## config.mk

```make
export PLATFORM = sky130hd
export DESIGN_NAME = snn_spike_classifier
export DESIGN_NICKNAME = d
export VERILOG_FILES = /design/src/rtl/snn_spike_classifier.sv
export SDC_FILE = /design/constraint.sdc
export NUM_CORES = 1
export LEC_CHECK = 0
export BUFFER_PORTS_ARGS = -buffer_cell sky130_fd_sc_hd__buf_2
export CAP_MARGIN = 20
export CORE_UTILIZATION = 67
export CTS_CLUSTER_DIAMETER = 80
export DETAILED_ROUTE_END_ITERATION = 8
export PLACE_DENSITY = 0.88
export SETUP_SLACK_MARGIN = 0.4
export SLEW_MARGIN = 10
export SYNTH_ARGS = -nofsm -noshare
export SYNTH_HDL_FRONTEND = slang
export SYNTH_SLANG_ARGS = --single-unit
```

## constraint.sdc

```tcl
create_clock -name wb_clk_i -period 8 [get_ports wb_clk_i]
set_input_delay 0 -clock wb_clk_i [delete_from_list [all_inputs] [get_ports wb_clk_i]]
set_output_delay 0 -clock wb_clk_i [all_outputs]
set_load 0.03 [all_outputs]
```

## src/rtl/snn_spike_classifier.sv

```systemverilog
// Spike-count classifier: accumulates per-neuron output spikes, then scans for the argmax.
// Optional result-ready interrupt enabled by defining SNN_CLASSIFIER_IRQ_EN.
module snn_spike_classifier #(
  parameter int NUM_OUT = 10,
  parameter int CNT_W   = 8,
  parameter int IDX_W   = 4
) (
  input  logic               wb_clk_i,
  input  logic               wb_rst_i,
  input  logic               start_i,
  input  logic               step_valid_i,
  input  logic               last_step_i,
  input  logic [NUM_OUT-1:0] spike_vec_i,
  input  logic [IDX_W-1:0]   cnt_sel_i,
  output logic [CNT_W-1:0]   cnt_o,
  output logic               busy_o,
  output logic               result_valid_o,
  output logic [IDX_W-1:0]   class_o,
  output logic [CNT_W-1:0]   max_count_o,
  output logic               irq_o
);

  localparam logic [1:0] S_IDLE  = 2'd0;
  localparam logic [1:0] S_ACCUM = 2'd1;
  localparam logic [1:0] S_SCAN  = 2'd2;
  localparam logic [1:0] S_DONE  = 2'd3;

  localparam int SCAN_W = $clog2(NUM_OUT + 1);
  localparam logic [SCAN_W-1:0] SCAN_END = SCAN_W'(NUM_OUT);

  logic [1:0]        r_state;
  logic [CNT_W-1:0]  r_cnt [NUM_OUT];
  logic [SCAN_W-1:0] r_scan_idx;
  logic [IDX_W-1:0]  r_best_idx;
  logic [CNT_W-1:0]  r_best_cnt;
  logic [CNT_W-1:0]  w_scan_cnt;
  logic [CNT_W-1:0]  w_sel_cnt;
  logic              w_scan_end;

  // Explicit compare-mux keeps out-of-range selects at zero without array bound issues
  always_comb begin
    w_scan_cnt = '0;
    w_sel_cnt  = '0;
    for (int unsigned k = 0; k < NUM_OUT; k++) begin
      if (r_scan_idx == SCAN_W'(k)) w_scan_cnt = r_cnt[k];
      if (cnt_sel_i == IDX_W'(k))   w_sel_cnt  = r_cnt[k];
    end
  end

  assign w_scan_end = (r_scan_idx == SCAN_END);

  always_ff @(posedge wb_clk_i or negedge wb_rst_i) begin
    if (!wb_rst_i) begin
      for (int unsigned k = 0; k < NUM_OUT; k++) r_cnt[k] <= '0;
    end else if (start_i) begin
      for (int unsigned k = 0; k < NUM_OUT; k++) r_cnt[k] <= '0;
    end else if (r_state == S_ACCUM && step_valid_i) begin
      for (int unsigned k = 0; k < NUM_OUT; k++)
        if (spike_vec_i[k] && r_cnt[k] != '1) r_cnt[k] <= r_cnt[k] + 1'b1;
    end
  end

  // SCAN spends one extra cycle at index NUM_OUT so DONE lands NUM_OUT+1 edges after the last step
  always_ff @(posedge wb_clk_i or negedge wb_rst_i) begin
    if (!wb_rst_i) begin
      r_state    <= S_IDLE;
      r_scan_idx <= '0;
      r_best_idx <= '0;
      r_best_cnt <= '0;
    end else if (start_i) begin
      r_state    <= S_ACCUM;
      r_scan_idx <= '0;
      r_best_idx <= '0;
      r_best_cnt <= '0;
    end else begin
      case (r_state)
        S_IDLE: ;
        S_ACCUM: begin
          if (step_valid_i && last_step_i) begin
            r_state    <= S_SCAN;
            r_scan_idx <= '0;
          end
        end
        S_SCAN: begin
          if (w_scan_end) begin
            r_state <= S_DONE;
          end else begin
            if (w_scan_cnt > r_best_cnt) begin
              r_best_idx <= IDX_W'(r_scan_idx);
              r_best_cnt <= w_scan_cnt;
            end
            r_scan_idx <= r_scan_idx + 1'b1;
          end
        end
        S_DONE: ;
        default: r_state <= S_IDLE;
      endcase
    end
  end

`ifdef SNN_CLASSIFIER_IRQ_EN
  logic r_irq;
  always_ff @(posedge wb_clk_i or negedge wb_rst_i) begin
    if (!wb_rst_i) r_irq <= 1'b0;
    else           r_irq <= (r_state == S_SCAN) && w_scan_end && !start_i;
  end
  assign irq_o = r_irq;
`else
  assign irq_o = 1'b0;
`endif

  assign cnt_o          = w_sel_cnt;
  assign busy_o         = (r_state == S_ACCUM) || (r_state == S_SCAN);
  assign result_valid_o = (r_state == S_DONE);
  assign class_o        = r_best_idx;
  assign max_count_o    = r_best_cnt;

endmodule

```

==> metrics.cfg <==
[outcome]
status=completed

[floorplan]
die_w_um=102.6
die-area_um2=10520
ioPinCount=42
rows=36
initial_core_util=0.6932
coreArea_um2=9774
chipHeight_um=102.6

[logic_synthesis]
async_flop_share=1.000
synthMuxAreaShare=0.07498
synth_seq_cells=98
synth.distinct_cells=65
avgSynthCellArea_um2=9.143
synth_warnings=0
synth_compound_area_frac=0.1939
synth_top_area_share=0.3620
synth_area_leaders=dfrtp_1 36%, nor2_1 5.2%, ha_1 4.6%
synth-seq-area-share=0.3620
synth-adder-area-share=0.04617
yosys.area.top_type=dfrtp_1
synth_nets=785
synth_top_family_by_area=compound AO/OA/AOI/OAI gates
synth-xor-area-share=0.08403
yosys.area_share.simple=0.1906
synth.most_common_cell=dfrtp_1
synth_area_um2=6775
synthCells=741
ys.flop_type=dfrtp_1
synthTopCellsByCount=98 x dfrtp_1, 94 x nor2_1, 45 x nand2_1, 34 x a21oi_1, 34 x inv_1
synth-edff-count=0

[pwr]
leakage_uw=0.003178
vdd_ir_drop_max_uv=130.4
p_per_area_nw_per_um2=134.0
sw_frac_of_total=0.2748
p_int_uw=699.4
p_sw_uw=265.0
p_seq_frac=0.535
clkPwrFrac=0.343
p_comb_frac=0.122

[sta]
relSlewSlack=0.3782
whs_ns=0.05910
clock_skew_ns=0.01659
timing.final.crit_period_ns=4.656
setup_ws_ns=3.344
clock.fmax_mhz=214.8
setup_violations=0
rsz0062_at_grt=no
tightest_slew_ns=0.9328
setup_tns_ns=0
hold_viol=0
report.final.slew_viol_count=0
fin_crit_sh=0.5820

[finish]
layout-drive-gt1-share=0.1240
areaGrowthSynthToFinish_pct=6.260
insertedDiodeCount=0
seqCellArea_um2=2452
nNetsFinal=797
nFillCells=719
multi_input_area_um2=3999

[global_routing]
grt_pass1_wl_mm=30.13
grt_usage=0.3874
antenna_found_initial=0
grt_max_degree=93
grt_pass1_vias=5616
globalRouteOverflowTotal=0

[clocking]
clk_latency_ns=0.39
tritoncts=yes
htreeDepth=3
clockBufferDepth=2
cts_made_buffers=9
clock_sinks=98
cts_root_buf=clkbuf_8
clk_pin_slew_worst_paths_ns=0.10

[critical_path]
start_kind=flop
r2r-end=class_o[0]
critPathKind=reg2reg
critPathMaxFanout=20
rr_startpoint=r_scan_idx[0]
r2r_cells=12
crit_required_ns=8.25
reg2reg_slack_ns=3.34
end_kind=flop
arrival_ns=4.91

[place]
portBuffers=40
dp_slack_ns=3.480
dp_hpwl_mm=14.17
gp_congestion=1.018

[detailed_routing]
ant_nets=0
vias_per_cell=6.659
first_pass_iters=5
wl_mm=19.41
drc=0
vias=5933
wl_per_cell_um=21.79
drt-initial-drc-count=489

[job]
max-cap-violations=0

[hold_path]
worstHoldPathCells=4
holdCritPathClass=in2reg
min_to=r_cnt[28]
holdCritStartpoint=spike_vec_i[6]

==> cell families (layout without fill, tap and decap cells) <==
group,Yosys count,in the layout
xor gates and xnor gates,65,65
other,1,1
muxes,42,42
DFF,98,98
adders and majority gates,25,25
buffers and inverters,78,95
AOI/OAI and AO/OA,176,176
and+or+nand+nor,256,256
==> power groups by stage <==
stage / registers, uW / clock network, uW / logic [uW]
after floorplan: 520 / 0 / 80.2
after global placement: 524 / 0 / 111
after detailed placement: 525 / 0 / 116
after CTS: 515 / 337 / 117
after global routing: 517 / 355 / 128
final: 516 / 331 / 118
==> worst max path at each step <==
stage / depth (start not counted) / from / end / slack (ns)
6_report: 12 / r_scan_idx[0] / class_o[0] / 3.34
4_1_cts: 12 / r_scan_idx[0] / class_o[0] / 3.44
5_1_grt: 12 / r_scan_idx[1] / class_o[0] / 3.12
3_3_place_gp: 12 / r_scan_idx[0] / class_o[1] / 3.76
2_1_floorplan: 12 / r_scan_idx[0] / class_o[2] / 4.75
3_5_place_dp: 12 / r_scan_idx[0] / class_o[0] / 3.48
==> layout by cell type, fill, tap and decap left out, types with 4 or more instances in the layout <==
cell type | netlist | routed
a31oi_1 | 8 | 8
mux2_1 | 4 | 4
inv_1 | 34 | 34
o21ai_1 | 13 | 13
o32a_1 | 5 | 5
or3_1 | 6 | 6
ha_1 | 25 | 25
a221oi_1 | 13 | 13
xor2_1 | 32 | 32
buf_4 | 3 | 4
nor3b_1 | 4 | 4
buf_2 | 16 | 39
nor2b_1 | 16 | 16
nor2_1 | 94 | 94
o21ai_2 | 5 | 5
nand2_1 | 45 | 45
dfrtp_1 | 98 | 98
a22oi_1 | 12 | 12
a21oi_1 | 34 | 34
a31oi_2 | 6 | 6
mux2i_1 | 26 | 26
clkbuf_8 | 0 | 11
nand4_1 | 21 | 21
o221a_1 | 7 | 7
xnor2_1 | 33 | 33
a22o_1 | 21 | 21
and3_1 | 20 | 20
mux4_2 | 6 | 6
o21ai_0 | 27 | 27
mux2_2 | 6 | 6
and4_1 | 6 | 6
nor3_1 | 6 | 6
nand3_1 | 21 | 21
==> repair_timing <==
action                                 4_1_cts  5_1_grt
gates resized for setup                      0        0
endpoints found under the hold margin       48        0
buffers inserted                             0        0
hold buffers                                 1        0
==> per-layer routing <==
metal | wire length (um) | global-route usage
met5 | 0 | 0
met4 | 1066 | 0.2308
met3 | 1475 | 0.08881
met2 | 9022 | 0.6077
met1 | 7847 | 0.4903
==> through the flow <==
stage	instances	power (uW)	area (um^2)	utilization
6_report	891	964.5	7199	0.7366
5_1_grt	891	999.2	7199	0.7366
4_1_cts	891	969.3	7199	0.7366
3_5_place_dp	874	641.3	6985	0.7147
3_3_place_gp	873	635.4	6970	0.7131
2_1_floorplan	741	600.6	6775	-
==> registers in the layout (all words and copies together) (netlist names) <==
name,flops
class_o,4
r_scan_idx,4
r_state,2
max_count_o,8
r_cnt,80
==> worst max-delay path, cell delays in order, from the launching register on <==
cell and delay (ns):
dfrtp_1 0.45, inv_1 0.13, ha_1 0.72, nor2b_1 0.52
a221oi_1 0.17, o32a_1 0.39, o21ai_2 0.21, ha_1 0.28
nor2b_1 0.15, o211ai_1 0.22, a21oi_1 0.12, a211oi_2 0.75
mux2_1 0.42
==> cell type report <==
cell class	count	share of cell area
well taps	133	0.02311
clock buffers	11	0.02103
multi-input cells	565	0.5554
clock inverters	5	0.007299
repair buffers	45	0.03476
flip-flops and latches	98	0.3406
inverters	34	0.01773
(Power assumes the default switching activity.)
